### config.mk
export PLATFORM = sky130hd
export DESIGN_NAME = if_fetch_bpred
export DESIGN_NICKNAME = d
export VERILOG_FILES = /design/src/rtl/if_fetch_bpred.sv
export SDC_FILE = /design/constraint.sdc
export NUM_CORES = 1
export LEC_CHECK = 0
export CAP_MARGIN = 20
export CORE_MARGIN = 4
export CORE_UTILIZATION = 44
export CTS_BUF_LIST = sky130_fd_sc_hd__clkbuf_8 sky130_fd_sc_hd__clkbuf_16
export CTS_CLUSTER_DIAMETER = 60
export DETAILED_ROUTE_END_ITERATION = 7
export PLACE_DENSITY = 0.81
export SLEW_MARGIN = 20
export SYNTH_ARGS = -nofsm -noshare
export SYNTH_HDL_FRONTEND = slang
export SYNTH_SLANG_ARGS = --single-unit
### constraint.sdc
create_clock -name clock -period 3.4 [get_ports clock]
set_clock_uncertainty 0.05 [all_clocks]
set_input_delay 0.51 -clock clock [delete_from_list [all_inputs] [get_ports clock]]
set_output_delay 0.51 -clock clock [all_outputs]
set_load 0.03 [all_outputs]
### src/rtl/if_fetch_bpred.sv
// Instruction-fetch stage with an integrated bimodal branch predictor.
// Owns the program counter, drives the instruction ROM address and loads the
// IF/ID pipeline register with PC+4, the fetched word and a prediction bit.
// Optional feature macro: BPRED_EN. When it is defined, a table of two-bit
// saturating counters steers fetch to predicted-taken branch targets.
// Without it, fetch is purely sequential apart from redirects.
module if_fetch_bpred #(
    parameter logic [31:0] RESET_PC = 32'h0000_0000,
    parameter int          BHT_BITS = 6
) (
    input  logic        clock,
    input  logic        reset,
    input  logic        stall,
    input  logic        redirect_valid,
    input  logic [31:0] redirect_pc,
    input  logic        upd_valid,
    input  logic [31:0] upd_pc,
    input  logic        upd_taken,
    output logic [31:0] imem_addr,
    input  logic [31:0] imem_data,
    output logic [31:0] pcPlus4IFID,
    output logic [31:0] instructionROMOutIFID,
    output logic        predictionIFID
);

    // Fetch stage (p0): current PC and values derived from it
    logic [31:0] pc_p0;
    logic [31:0] pc_plus4_p0;
    logic [31:0] next_pc_p0;
    logic        pred_p0;

    assign imem_addr   = pc_p0;
    assign pc_plus4_p0 = pc_p0 + 32'd4;

`ifdef BPRED_EN
    localparam int BHT_N = 1 << BHT_BITS;

    logic [1:0]          bht [BHT_N];
    logic [BHT_BITS-1:0] rd_idx;
    logic [BHT_BITS-1:0] upd_idx;
    logic                is_branch_p0;
    logic [31:0]         branch_target_p0;
    logic                unused_upd_pc;

    // Two-bit saturating counter step toward the observed outcome
    function automatic logic [1:0] ctr_next(input logic [1:0] c, input logic taken);
        if (taken)
            return (c == 2'b11) ? c : c + 2'b01;
        else
            return (c == 2'b00) ? c : c - 2'b01;
    endfunction

    assign rd_idx        = pc_p0[BHT_BITS+1:2];
    assign upd_idx       = upd_pc[BHT_BITS+1:2];
    assign unused_upd_pc = ^{upd_pc[31:BHT_BITS+2], upd_pc[1:0]};

    // Conditional branch decode: REGIMM, beq, bne, blez, bgtz
    always_comb begin
        is_branch_p0 = 1'b0;
        case (imem_data[31:26])
            6'd1, 6'd4, 6'd5, 6'd6, 6'd7: is_branch_p0 = 1'b1;
            default:                      is_branch_p0 = 1'b0;
        endcase
    end

    assign branch_target_p0 = pc_plus4_p0 +
                              {{14{imem_data[15]}}, imem_data[15:0], 2'b00};

    // Read sees the pre-update counter; a same-cycle write lands at the edge
    assign pred_p0 = is_branch_p0 & bht[rd_idx][1];

    // BHT training; reset returns every entry to weakly not-taken
    always_ff @(posedge clock or posedge reset) begin
        if (reset) begin
            for (int i = 0; i < BHT_N; i++)
                bht[i] <= 2'b01;
        end else if (upd_valid) begin
            bht[upd_idx] <= ctr_next(bht[upd_idx], upd_taken);
        end
    end

    // Next-PC select: redirect beats stall, stall beats prediction
    always_comb begin
        next_pc_p0 = pc_plus4_p0;
        if (redirect_valid)
            next_pc_p0 = redirect_pc;
        else if (stall)
            next_pc_p0 = pc_p0;
        else if (pred_p0)
            next_pc_p0 = branch_target_p0;
    end
`else
    localparam int unused_bht_bits = BHT_BITS;
    logic          unused_upd;

    assign unused_upd = ^{upd_valid, upd_pc, upd_taken};
    assign pred_p0    = 1'b0;

    // Next-PC select without prediction: redirect, hold, or sequential
    always_comb begin
        next_pc_p0 = pc_plus4_p0;
        if (redirect_valid)
            next_pc_p0 = redirect_pc;
        else if (stall)
            next_pc_p0 = pc_p0;
    end
`endif

    // Program counter register
    always_ff @(posedge clock or posedge reset) begin
        if (reset)
            pc_p0 <= RESET_PC;
        else
            pc_p0 <= next_pc_p0;
    end

    // IF/ID boundary (p1): bubble on redirect, hold on stall, else load
    always_ff @(posedge clock or posedge reset) begin
        if (reset) begin
            pcPlus4IFID           <= 32'd0;
            instructionROMOutIFID <= 32'd0;
            predictionIFID        <= 1'b0;
        end else if (redirect_valid) begin
            pcPlus4IFID           <= 32'd0;
            instructionROMOutIFID <= 32'd0;
            predictionIFID        <= 1'b0;
        end else if (!stall) begin
            pcPlus4IFID           <= pc_plus4_p0;
            instructionROMOutIFID <= imem_data;
            predictionIFID        <= pred_p0;
        end
    end

endmodule

==> run_results.csv, run 1 <==
group,metric,value,unit
outcome,status,"completed",
timing,setup_viol_count_final,0,
worst_setup_path,rr_worst_depth,4,
yosys,synth_xor_area_share,4.058,%
floorplan,rows,38,
floorplan,start_util,45.39,%
floorplan,core,0.01094,mm²
yosys,synthMuxAreaShare,7.310,%
placement,gp_congestion,0.8798,
routing,drt-initial-drc-count,287,
layout,drive_gt1_share,5.077,%
cts,post-cts-setup-buffers,0,
cts,clkSinkCount,96,
cts,cts_buffers,9,
min_path,hold_end,"instructionROMOutIFID[21]$_DFFE_PP0N_",
worst_setup_path,crit_buf_inv,0,
min_path,holdPathStages,2,
worst_setup_path,reg2reg_from,"imem_addr[2]$_DFFE_PP0N_",
timing,period_minus_slack,2.526,ns
placement,port-buffer-count,163,
global_routing,antenna_found_initial,0,
yosys,yosysWarnings,0,
routing,drt-vias-per-instance,5.675,
timing,fin_crit_sh,74.29,%
cts,cts_tree,"built",
layout,finalNetCount,748,
floorplan,die-height,114.2,µm
cts,path_clk_slew,0.06,ns
power_and_ir_drop,switchingPower,0.9250,mW
routing,vias,4483,
timing,setup_tns,0,ns
worst_setup_path,critPathKind,"register to register",
floorplan,fp.dieW,114.2,µm
placement,place_hpwl,10070,µm
global_routing,track_usage,22.25,%
worst_setup_path,critPathSlowestCell,"or3_4",
timing,fmax,395.9,MHz
cts,root_buffer,"clkbuf_16",
cts,cts_buffer_depth,2,
timing,tightest_slew,0.8715,ns
power_and_ir_drop,combinationalPowerShare,23.8,%
layout,area_growth,38.72,%
global_routing,grt_max_degree,97,
yosys,netlist_area,0.004964,mm²
worst_setup_path,critical_path.max_fanout,20,
timing,slew_headroom,41.84,%
layout,final_cell_mix,"161 x clkdlybuf4s50_1, 96 x dfrtp_1, 72 x nor2_1",
yosys,synth_top_family_by_area,"simple AND/OR/NAND/NOR gates",
yosys,syn_nets,614,
yosys,synth-edff-count,0,
layout,diodes,0,
global_routing,grt-ovfl-total,0,
power_and_ir_drop,p_leak,2.774,nW
floorplan,dieArea,0.01304,mm²
min_path,hold_start,"instructionROMOutIFID[21]$_DFFE_PP0N_",
worst_setup_path,start_kind,"register",
yosys,synth_compound_area_share,12.65,%
worst_setup_path,crit_required,3.58,ns
yosys,synthAdderAreaFrac,0.2521,%
floorplan,ios,199,
power_and_ir_drop,switching_share,31.11,%
yosys,synthArstFlopShare,100.0,%
power_and_ir_drop,peakVddDrop,217.6,µV
routing,wire_per_inst,18.03,µm
cts,htreeDepth,3,
routing,totalWireLength,14240,µm
worst_setup_path,crit_family,"simple AND/OR/NAND/NOR gates",
cts,worstSkewPairLatency,0.34,ns
yosys,syn_inst,511,
timing,hold_viol,0,
worst_setup_path,regToRegEndpoint,"pcPlus4IFID[25]$_DFFE_PP0N_",
timing,rsz0062_at_grt,"false",
routing,drc,0,
yosys,ys.flop_type,"dfrtp_1",
power_and_ir_drop,p_seq_share,45.0,%
routing,dr.pass1.iters,5,
global_routing,grt_pass1_vias,4485,
yosys,synth-simple-area-share,22.56,%
yosys,synth-seq-cells,96,
worst_setup_path,worstPathArrival,2.71,ns
worst_setup_path,regToRegSetupSlack,0.87,ns
power_and_ir_drop,p_int,2.048,mW
worst_setup_path,path_cells,"nand4_1 -> or3_4 -> or4_1 -> a311oi_1",
run,cap_violations,0,
cts,hold_buffers,0,
yosys,ys_seq_area_share,48.40,%
yosys,syn_area_per_cell,9.713,µm²
min_path,hold_class,"register to register",
timing,slew_viol_final,0,
routing,drtAntennaViolNets,0,
worst_setup_path,crit_path_end_kind,"register",
cts,cts.repair.resized,0,
worst_setup_path,max_stage_delay,0.64,ns
power_and_ir_drop,power,2.973,mW
layout,final_common_cell,"clkdlybuf4s50_1",
yosys,synth.distinct_cells,51,
power_and_ir_drop,p_clk_share,31.2,%
global_routing,grt_pass1_wl,23250,µm
power_and_ir_drop,power-per-cell-area,431.8,mW/mm²
-- per-layer routing --
metal  global-route usage, %  vias up  routed length (µm)
li1                        -     2137                   -
met1                   27.82     2113                5733
met2                   34.35      213                6419
met3                   10.84       20                1851
met4                   6.413        0                 238
met5                       0        -                   0
-- power groups by stage --
stage          sequential, mW  clock, mW  combinational [mW]
2_1_floorplan            1.49          0               0.244
3_3_place_gp             1.35          0               0.702
3_5_place_dp             1.36          0               0.712
4_1_cts                  1.34      0.950               0.716
5_1_grt                  1.35       1.00               0.761
6_report                 1.34      0.928               0.708
-- synthesized netlist by cell type (5+ instances only) --
cell type  instances  area, µm²
a211oi_1           8      60.06
a21oi_1            7      35.03
a311oi_1          12      105.1
a31oi_1           11      68.82
and4_1             5      43.79
buf_2              9      45.04
clkbuf_1          33      123.9
dfrtp_1           96       2402
inv_1              8      30.03
mux2i_1           34      340.3
nand2_1           36      135.1
nand3_1           16      80.08
nand4_1           12      75.07
nor2_1            72      270.3
nor3_1             9      45.04
nor4_1             9      56.30
o21ai_0           20      100.1
o31ai_1           13      97.59
or3_1              8      50.05
or4_1             16      120.1
xnor2_1           17      148.9
xor2_1             6      52.55
-- per-stage QoR --
stage / std cells / util [%] / worst slack, ns / instance area, µm² / hold slack, ns
final: 790 / 62.96 / 0.8741 / 6885 / 0.4694
after global routing: 790 / 62.96 / 0.7328 / 6885 / 0.5075
after CTS: 790 / 62.96 / 0.8732 / 6885 / 0.4743
after detailed placement: 774 / 60.51 / 0.8909 / 6618 / 0.4578
after global placement: 774 / 60.51 / 0.9791 / 6618 / 0.4496
after floorplan: 511 / - / 0.3346 / 4964 / 0.5799
-- cell type report --
| cell class | instances | area, µm² |
|---|---|---|
| clock inverters | 6 | 28.78 |
| inverters | 9 | 35.03 |
| multi-input cells | 361 | 2328 |
| flip-flops and latches | 96 | 2402 |
| well taps | 140 | 175.2 |
| clock buffers | 10 | 239.0 |
| repair buffers | 168 | 1677 |
| fillers | 922 | 4050 |
-- sequential cells by signal, summed over array words and instances (netlist names) --
| register | count |
|---|---|
| instructionROMOutIFID | 32 |
| pcPlus4IFID | 32 |
| imem_addr | 32 |
-- worst max path at each step --
| stage | cells past startpoint | start | slack, ns | endpoint |
|---|---|---|---|---|
| 3_5_place_dp | 4 | imem_addr[2]$_DFFE_PP0N_ | 0.89 | pcPlus4IFID[25]$_DFFE_PP0N_ |
| 5_1_grt | 4 | imem_addr[2]$_DFFE_PP0N_ | 0.73 | pcPlus4IFID[25]$_DFFE_PP0N_ |
| 2_1_floorplan | 1 | reset | 0.33 | imem_addr[0]$_DFFE_PP0P_ |
| 6_report | 4 | imem_addr[2]$_DFFE_PP0N_ | 0.87 | pcPlus4IFID[25]$_DFFE_PP0N_ |
| 4_1_cts | 4 | imem_addr[2]$_DFFE_PP0N_ | 0.87 | pcPlus4IFID[25]$_DFFE_PP0N_ |
| 3_3_place_gp | 6 | imem_addr[2]$_DFFE_PP0N_ | 0.98 | pcPlus4IFID[28]$_DFFE_PP0N_ |
-- worst reg2reg max path: stages (launching register included) --
cell and delay [ns]:
dfrtp_1 0.48, nand4_1 0.43, or3_4 0.64, or4_1 0.53
a311oi_1 0.29
-- kinds of logic after synthesis --
logic type / after synthesis
AOI/OAI and AO/OA: 89
xor gates and xnor gates: 23
adders and majority gates: 1
buffers and inverters: 54
DFF: 96
muxes: 36
other: 1
and+or+nand+nor: 211
Note: power is estimated with default switching activity, not from simulation.
==> inputs of run 2 (changes only) <==
==> constraint.sdc (replaced) <==
create_clock -name clock -period 2.6 [get_ports clock]
set_clock_uncertainty 0.05 [all_clocks]
set_input_delay 0.39 -clock clock [delete_from_list [all_inputs] [get_ports clock]]
set_output_delay 0.39 -clock clock [all_outputs]
set_load 0.03 [all_outputs]
==> run_results.csv, run 2 (synthesis results as in run 1) <==
group,metric,value,unit
placement,port-buffer-count,163,
routing,vias,4601,
worst_setup_path,critPathKind,"register to register",
routing,wire_per_inst,18.13,µm
timing,fin_crit_sh,91.60,%
timing,tightest_slew,0.7092,ns
floorplan,fp.dieW,114.2,µm
power_and_ir_drop,p_leak,2.837,nW
min_path,holdPathStages,3,
floorplan,ios,199,
cts,worstSkewPairLatency,0.34,ns
min_path,hold_class,"primary input to register",
routing,totalWireLength,14590,µm
layout,area_growth,41.52,%
global_routing,grt_pass1_vias,4662,
worst_setup_path,rr_worst_depth,5,
worst_setup_path,start_kind,"register",
timing,setup_tns,0,ns
cts,htreeDepth,3,
cts,cts_buffers,9,
worst_setup_path,critical_path.max_fanout,8,
layout,diodes,0,
global_routing,grt_pass1_wl,23810,µm
worst_setup_path,worstPathArrival,2.58,ns
worst_setup_path,crit_path_end_kind,"register",
cts,post-cts-setup-buffers,0,
cts,cts_buffer_depth,2,
timing,slew_headroom,52.72,%
outcome,status,"completed",
routing,drc,0,
layout,final_area,0.007024,mm²
cts,cts_tree,"built",
timing,hold_viol,0,
power_and_ir_drop,power,3.991,mW
run,cap_violations,0,
global_routing,grt_max_degree,65,
placement,gp_congestion,0.9313,
power_and_ir_drop,peakVddDrop,334.1,µV
timing,fmax,419.9,MHz
cts,hold_buffers,0,
placement,dpl_cell_area,0.006730,mm²
placement,place_hpwl,10600,µm
cts,cts.repair.resized,0,
routing,drt-initial-drc-count,365,
layout,finalNetCount,763,
routing,drtAntennaViolNets,0,
timing,rsz0062_at_grt,"false",
global_routing,grt-ovfl-total,0,
cts,path_clk_slew,0.07,ns
layout,final_common_cell,"clkdlybuf4s50_1",
floorplan,rows,38,
global_routing,track_usage,22.86,%
worst_setup_path,crit_required,2.80,ns
routing,dr.pass1.iters,5,
power_and_ir_drop,power-per-cell-area,568.1,mW/mm²
cts,root_buffer,"clkbuf_16",
global_routing,antenna_found_initial,0,
timing,setup_viol_count_final,0,
floorplan,die-height,114.2,µm
floorplan,start_util,45.39,%
routing,drt-vias-per-instance,5.716,
timing,period_minus_slack,2.381,ns
cts,clkSinkCount,96,
timing,worst_hold_slack,0.4041,ns
layout,n_fill_cell,891,
floorplan,core,0.01094,mm²
floorplan,dieArea,0.01304,mm²
layout,drive_gt1_share,7.669,%
layout,final_cell_mix,"161 x clkdlybuf4s50_1, 96 x dfrtp_1, 72 x nor2_1",
timing,slew_viol_final,0,
[run 2: cell count changes in the layout (fill, tap and decap cells not counted)]
cell,change
buf_2,+1
buf_4,+14
clkbuf_8,+2
clkinv_2,-2
clkinvlp_4,+3
inv_1,-3
[run 2: power by group]
group	switching [mW]	internal (mW)	total (mW)
logic	0.535	0.426	0.960
clock network	0.567	0.725	1.29
registers	0.132	1.61	1.74
total	1.23	2.76	3.99
[run 2: metal layers]
metal / wire length, µm / GRT usage (%) / vias up / share of wire [%]
met5: 0 / 0 / - / 0
met4: 249 / 6.730 / 0 / 1.7
met3: 1707 / 10.52 / 22 / 12
met2: 6695 / 35.48 / 206 / 46
met1: 5940 / 28.73 / 2210 / 41
li1: - / - / 2163 / -
[run 2: layout make-up]
cell class | count | area, µm² | share of cell area [%]
Clock buffer | 12 | 266.5 | 3.794
Clock inverter | 4 | 27.53 | 0.3919
Inverter | 9 | 37.54 | 0.5344
Multi-Input combinational cell | 361 | 2328 | 33.15
Sequential cell | 96 | 2402 | 34.20
Tap cell | 140 | 175.2 | 2.494
Timing Repair Buffer | 183 | 1787 | 25.44
[run 2: critical path, stage by stage, from the launching register on]
cell	delay (ns)
dfrtp_1	0.43
ha_1	0.24
nand3_1	0.21
or3_1	0.56
or4_1	0.54
a311oi_1	0.26
[run 2: metrics by stage]
step	cells	utilization [%]	setup WS, ns
finish	805	64.23	0.2185
global route	805	64.23	0.02392
CTS	805	64.23	0.1348
detailed placement	789	61.54	0.2192
global placement	789	61.54	0.2970
floorplan	511	-	0.2579
[run 2: worst paths after layout]
path                                                       start                                     to  slack (ns)
setup / recovery                        imem_addr[3]$_DFFE_PP0N_            pcPlus4IFID[28]$_DFFE_PP0N_        0.22
hold / removal                                             stall              imem_addr[16]$_DFFE_PP0N_        0.40
setup reg to reg                        imem_addr[3]$_DFFE_PP0N_            pcPlus4IFID[28]$_DFFE_PP0N_        0.22
hold reg to reg            instructionROMOutIFID[19]$_DFFE_PP0N_  instructionROMOutIFID[19]$_DFFE_PP0N_        0.48
max in group asynchronous                                  reset               imem_addr[6]$_DFFE_PP0N_        1.45
min in group asynchronous                                  reset   instructionROMOutIFID[6]$_DFFE_PP0N_        0.51
==> RTL edit 1, RTL diff (flow settings as in run 2) <==
The option `BPRED_EN` is turned on by a define.
--- a/src/rtl/if_fetch_bpred.sv
+++ b/src/rtl/if_fetch_bpred.sv
@@ -5,4 +5,6 @@
 // saturating counters steers fetch to predicted-taken branch targets.
 // Without it, fetch is purely sequential apart from redirects.
+`define BPRED_EN
+
 module if_fetch_bpred #(
     parameter logic [31:0] RESET_PC = 32'h0000_0000,
Formal check against the unedited RTL: not equivalent (a bounded check fails within 4 cycles, from zero or initial values and one cycle with reset high).
==> RTL edit 1 against run 2 <==
  * The run now ends with setup timing left
  * Via count rose to 2.8 times the old value
  * Worst setup slack worse by 1.7 ns
  * Sequential share of layout area down 5.7 points
  * Area after synthesis grew to 2.7 times the old value
  * Wire length grew to 3.3 times the old value
  * Total power rose to 3.1 times the old value
  * Sequential cell count increased by 129
  * Design area grew to 2.9 times the old value
  * Largest cell class is now multi-input gates
==> RTL edit 1: results (changes against run 2) <==
- H-tree Lvls: 1 (was 3)
- Max reg flops: 128
- Synth top area cells: dfrtp_1 30%, dfstp_2 13%, mux2_2 12% (was dfrtp_1 48%, mux2i_1 6.9%, nor2_1 5.4%)
- Via density: 5.91 (was 5.72)
- Routability cong.: 0.949 (was 0.931)
- Layout cells sized above 1: 41.2% (was 7.67%)
- Mux contribution to synthesized area: 22.9% (was 7.31%)
- Setup violations, final: 160 (was 0)
- WL met2: 23.5 mm (was 6.70 mm)
- Post-DP Area: 18000 µm² (was 6730 µm²)
- Place WS: -1.42 ns (was 0.219 ns)
- Signal buffers: 501 (was 183)
- Synth cell count leaders: 161 x dfrtp_1, 147 x nor2_1, 143 x mux2_2, 123 x nand2_1, 79 x mux2i_1 (was 96 x dfrtp_1, 72 x nor2_1, 36 x nand2_1, 34 x mux2i_1, 33 x clkbuf_1)
- Initial antenna violation count: 0 (unchanged)
- Routed WL: 48.5 mm (was 14.6 mm)
- Nets@finish: 1877 (was 763)
- Fin Setup TNS: -72.31 ns (was 0 ns)
- ClkCell Share: 4.74% (was 4.19%)
- Pin count of the biggest net entering global routing: 61 (was 65)
- Status: complete, but fails checks (was completed)
- First-pass GRT wire length: 72.2 mm (was 23.8 mm)
- Filler cells: 1996 (was 891)
- Vias in the first global route: 12852 (was 4662)
- Worst Slack Setup Final: -1.49 ns (was 0.219 ns)
- Met1 WL: 18.5 mm (was 5.94 mm)
- Tightest Pin Transition: 0.614 ns (was 0.709 ns)
- Clock buffer depth: 3 (was 2)
- Syn Nets: 1428 (was 614)
- Seq area share: 28.5% (was 34.2%)
- I/O Buffers: 172 (was 163)
- GR Util All Layers: 26.8% (was 22.9%)
- DR WL met3: 4.16 mm (was 1.71 mm)
- Critical path fanouts, max: 4 (was 8)
- Post-Synthesis Cells: 1289 (was 511)
- Compound-Gate Fraction of Synth Area: 10.9% (was 12.7%)
- Synthesized flop and latch total: 225 (was 96)
- Cell count after placement: 2061 (was 789)
- Number of CTS-inserted buffers: 27 (was 9)
- Hpwl dp: 31.2 mm (was 10.6 mm)
- Violated checks: setup timing
- Xor/xnor cell area share of the yosys netlist: 3.41% (was 4.06%)
- Netlist cell types: 68 (was 51)
- Later-pin clock latency in the skew report: 0.58 ns (was 0.34 ns)
- Signal buf overhead: 23.3% (was 25.4%)
- Sequential cell area fraction in the yosys report: 42.7% (was 48.4%)
- Adder-cell area share of the yosys netlist: 3.69% (was 0.252%)
- Wire per inst: 22.6 µm (was 18.1 µm)
- Multi-input logic area: 8130 µm² (was 2330 µm²)
- CP arrival: 4.47 ns (was 2.58 ns)
- Post-Syn Area: 13400 µm² (was 4960 µm²)
- Leakage: 0.00909 µW (was 0.00284 µW)
- Logic inverters: 30 (was 9)
- Hold Slack: 0.183 ns (was 0.404 ns)
- Critical-path top delay cell: or4_4 (was or3_1)
- CLK BUF: 33 (was 12)
- 1st-iter DRT viols: 1513 (was 365)
RTL edit 1: changes by cell type in the layout (fill, tap and decap cells not counted), sizes merged, moves of 25 or more:
cell,change
mux4,+29
mux2i,+45
nand2,+87
dfrtp,+65
ha,+35
nor2,+75
inv,+25
buf,+308
mux2,+141
o21ai,+26
a21oi,+66
dfstp,+64
RTL edit 1: what timing repair did:
action	4_1_cts	5_1_grt
pin swaps	22	48
resized for setup	55	105
buffers inserted	13	17
endpoints found under the setup margin	161	163
cloned	11	3
RTL edit 1: kinds of logic (layout without fill, tap and decap cells):
kind of cell    Yosys count  in the layout
flops                   225            225
mux                     251            251
buf+inv                 111            581
xor+xnor                 52             52
simple gates            385            385
fa+ha+maj                39             39
compound gates          226            226
RTL edit 1: worst paths after layout:
| kind | depth (start not counted) | end | startpoint |
|---|---|---|---|
| worst max-delay path | 15 | imem_addr[31] | imem_addr[2] |
| worst max register to register | 15 | imem_addr[31] | imem_addr[2] |
| min in group asynchronous | 2 | bht[123] | reset |
| worst min register to register | 2 | pcPlus4IFID[9] | pcPlus4IFID[9] |
| worst min-delay path | 2 | pcPlus4IFID[24] | redirect_valid |
| max in group asynchronous | 3 | bht[26] | reset |
RTL edit 1: where the power goes:
part           internal (µW)  total (µW)  switching (µW)
sequential              3950        4170             222
clock                   2390        4010            1630
combinational           2020        4010            1990
total                   8350       12200            3850
RTL edit 1: metal layers:
metal,GRT usage [%],up-vias
met5,0,-
met4,11.0,0
met3,4.70,187
met2,45.0,733
met1,34.4,6261
li1,-,5523
==> RTL edit 2, RTL diff (flow settings as in run 2) <==
Made on the original files. Register the output `predictionIFID` once more, cleared by the reset; this adds one clock of latency there. The other outputs are not delayed to match.
--- a/src/rtl/if_fetch_bpred.sv
+++ b/src/rtl/if_fetch_bpred.sv
@@ -23,4 +23,6 @@
     output logic        predictionIFID
 );
+
+    logic predictionIFID_s0;
 
     // Fetch stage (p0): current PC and values derived from it
@@ -120,13 +122,21 @@
             pcPlus4IFID           <= 32'd0;
             instructionROMOutIFID <= 32'd0;
-            predictionIFID        <= 1'b0;
+            predictionIFID_s0     <= 1'b0;
         end else if (redirect_valid) begin
             pcPlus4IFID           <= 32'd0;
             instructionROMOutIFID <= 32'd0;
-            predictionIFID        <= 1'b0;
+            predictionIFID_s0     <= 1'b0;
         end else if (!stall) begin
             pcPlus4IFID           <= pc_plus4_p0;
             instructionROMOutIFID <= imem_data;
-            predictionIFID        <= pred_p0;
+            predictionIFID_s0     <= pred_p0;
+        end
+    end
+
+    always_ff @(posedge clock or posedge reset) begin
+        if (reset) begin
+            predictionIFID <= '0;
+        end else begin
+            predictionIFID <= predictionIFID_s0;
         end
     end
Behaviour: no difference found for any inputs over 10 cycles, from zero or initial values and one cycle with reset high; that may be too few to reach the edited logic, so the function may still have changed.
==> RTL edit 2 against run 2 <==
  * Sequential cell count stayed put
  * Design area is 1.4% lower
  * Die area is 1.2% lower
  * Wire length is 1.2% lower
  * Non-clock buffer count is 2 higher
  * Worst setup slack better by 0.056 ns
  * Combinational power hardly changed
  * Hold slack worse by 0.035 ns
  * Total power is 3.2% lower
  * Clock power is 9% lower
  * Area after synthesis is 1.3% lower
  * Largest power group unchanged
  * Highest routed layer is now met5
==> RTL edit 2: results (changes against run 2) <==
- Status: completed (unchanged)
- Later-pin clock latency in the skew report: 0.38 ns (was 0.34 ns)
- Post-CTS setup buffers: 0 (unchanged)
- Netlist cell types: 55 (was 51)
- Tightest Pin Transition: 0.655 ns (was 0.709 ns)
- Syn Area/Cell: 9.68 µm² (was 9.71 µm²)
- H-tree Lvls: 3 (unchanged)
- Critical-path top delay cell: or4_1 (was or3_1)
- Routed WL: 14.4 mm (was 14.6 mm)
- Post-CTS Resized: 0 (unchanged)
- Min-Delay Path Class: in -> reg (unchanged)
- Critical R2R Launch: imem_addr[3] (unchanged)
- GR Util All Layers: 22.8% (was 22.9%)
- CP arrival: 2.58 ns (about the same)
- Routability cong.: 0.789 (was 0.931)
- Pin count of the biggest net entering global routing: 102 (was 65)
- Nets@finish: 759 (was 763)
- Worst reg2reg setup slack: 0.27 ns (was 0.22 ns)
- Initial antenna violation count: 1 (was 0)
- Crit-path max cell delay: 0.67 ns (was 0.56 ns)
- Syn Nets: 609 (was 614)
- Via density: 5.65 (was 5.72)
- Sequential cell area fraction in the yosys report: 49.1% (was 48.4%)
- 1st-iter DRT viols: 352 (was 365)
- Critical path fanouts, max: 8 (unchanged)
- Post-DP Area: 6690 µm² (was 6730 µm²)
- CTS root buf: clkbuf_8 (was clkbuf_16)
- Fraction of registers with async set/reset: 100% (unchanged)
- Clock buffer depth: 2 (unchanged)
- R2R cell count: 6 (was 5)
- Hold Path End: imem_addr[16] (unchanged)
- GR Overflow Total: 0 (unchanged)
- Hpwl dp: 10.2 mm (was 10.6 mm)
- Reg clk slew, reported paths: 0.10 ns (was 0.07 ns)
- Yosys warning count: 0 (unchanged)
- Cell count after placement: 785 (was 789)
- ANT cells: 0 (unchanged)
- I/O Buffers: 163 (unchanged)
- Synth cell count leaders: 96 x dfrtp_1, 77 x nor2_1, 38 x nand2_1, 34 x mux2i_1, 29 x clkbuf_1 (was 96 x dfrtp_1, 72 x nor2_1, 36 x nand2_1, 34 x mux2i_1, 33 x clkbuf_1)
- Worst hold stages: 3 (unchanged)
- Synth top area cells: dfrtp_1 49%, mux2i_1 6.9%, nor2_1 5.9% (was dfrtp_1 48%, mux2i_1 6.9%, nor2_1 5.4%)
- Leakage: 0.00281 µW (was 0.00284 µW)
- Wire per inst: 18.0 µm (was 18.1 µm)
- Maximum VDD drop: 0.375 mV (was 0.334 mV)
- Drt first pass iters: 5 (unchanged)
- Layout cells sized above 1: 7.27% (was 7.67%)
- Vias in the first global route: 4558 (was 4662)
- First-pass GRT wire length: 23.4 mm (was 23.8 mm)
- R2r endpoint: imem_addr[30] (was pcPlus4IFID[28])
- HP Start: stall (unchanged)
[RTL edit 2: cell count changes in the layout (fill, tap and decap cells not counted), sizes merged, moves of 4 or more]
cell   delta
nand3     -5
nor2      +5
inv       -4
o31ai     +4
or4       +4
[RTL edit 2: cell type report]
cell class | instances | area [µm²]
clock buffer | 13 | 179
clock inverter | 2 | 60.1
fill | 895 | 3960
inverter | 5 | 22.5
multi-input combinational | 359 | 2260
sequential | 96 | 2400
tap | 140 | 175
timing repair buffer | 185 | 1830
[RTL edit 2: cells by family after synthesis]
family,share of synthesized area [%]
other cells,0.0766
flops,49.1
compound gates,13.5
xor+xnor,4.11
buf+inv,4.75
simple gates,20.8
fa+ha+maj,0.255
mux,7.41
[RTL edit 2: worst max-delay path by stage]
stage / from / to / slack [ns] / depth (start not counted)
6_report: imem_addr[3] / imem_addr[30] / 0.27 / 6
5_1_grt: imem_addr[3] / imem_addr[30] / 0.13 / 6
4_1_cts: imem_addr[3] / imem_addr[30] / 0.27 / 6
3_5_place_dp: imem_addr[3] / pcPlus4IFID[28] / 0.27 / 6
3_3_place_gp: imem_addr[2] / imem_addr[30] / 0.28 / 6
2_1_floorplan: imem_addr[2] / pcPlus4IFID[24] / 0.12 / 5
[RTL edit 2: through the flow]
stage / hold WS, ns / utilization [%] / total power [µW]
floorplan: 0.460 / - / 2270
global placement: 0.445 / 61.4 / 2700
detailed placement: 0.452 / 61.4 / 2720
CTS: 0.347 / 63.6 / 3890
global route: 0.369 / 63.6 / 4040
finish: 0.369 / 63.6 / 3860
[RTL edit 2: layer usage]
metal	track usage (%)	part of all wire, %	wire, µm
met1	28.5	40	5810
met2	35.1	46	6700
met3	10.3	11	1610
met4	7.85	1.9	270
met5	0	0.090	13
[RTL edit 2: critical path, delay by kind of cell, from the launching register on]
family	cells	cell delay [ns]
AND/OR/NAND/NOR	3	1.23
flip-flops	1	0.36
adder cells (fa/ha/maj)	1	0.23
buffers and inverters	1	0.23
AO/OA/AOI/OAI	1	0.16
[RTL edit 2: power breakdown]
part / switching (µW) / total (µW) / leakage, µW / internal, µW
logic: 530 / 960 / 0.00147 / 430
clock network: 533 / 1180 / 0.000122 / 643
registers: 126 / 1730 / 0.00122 / 1600
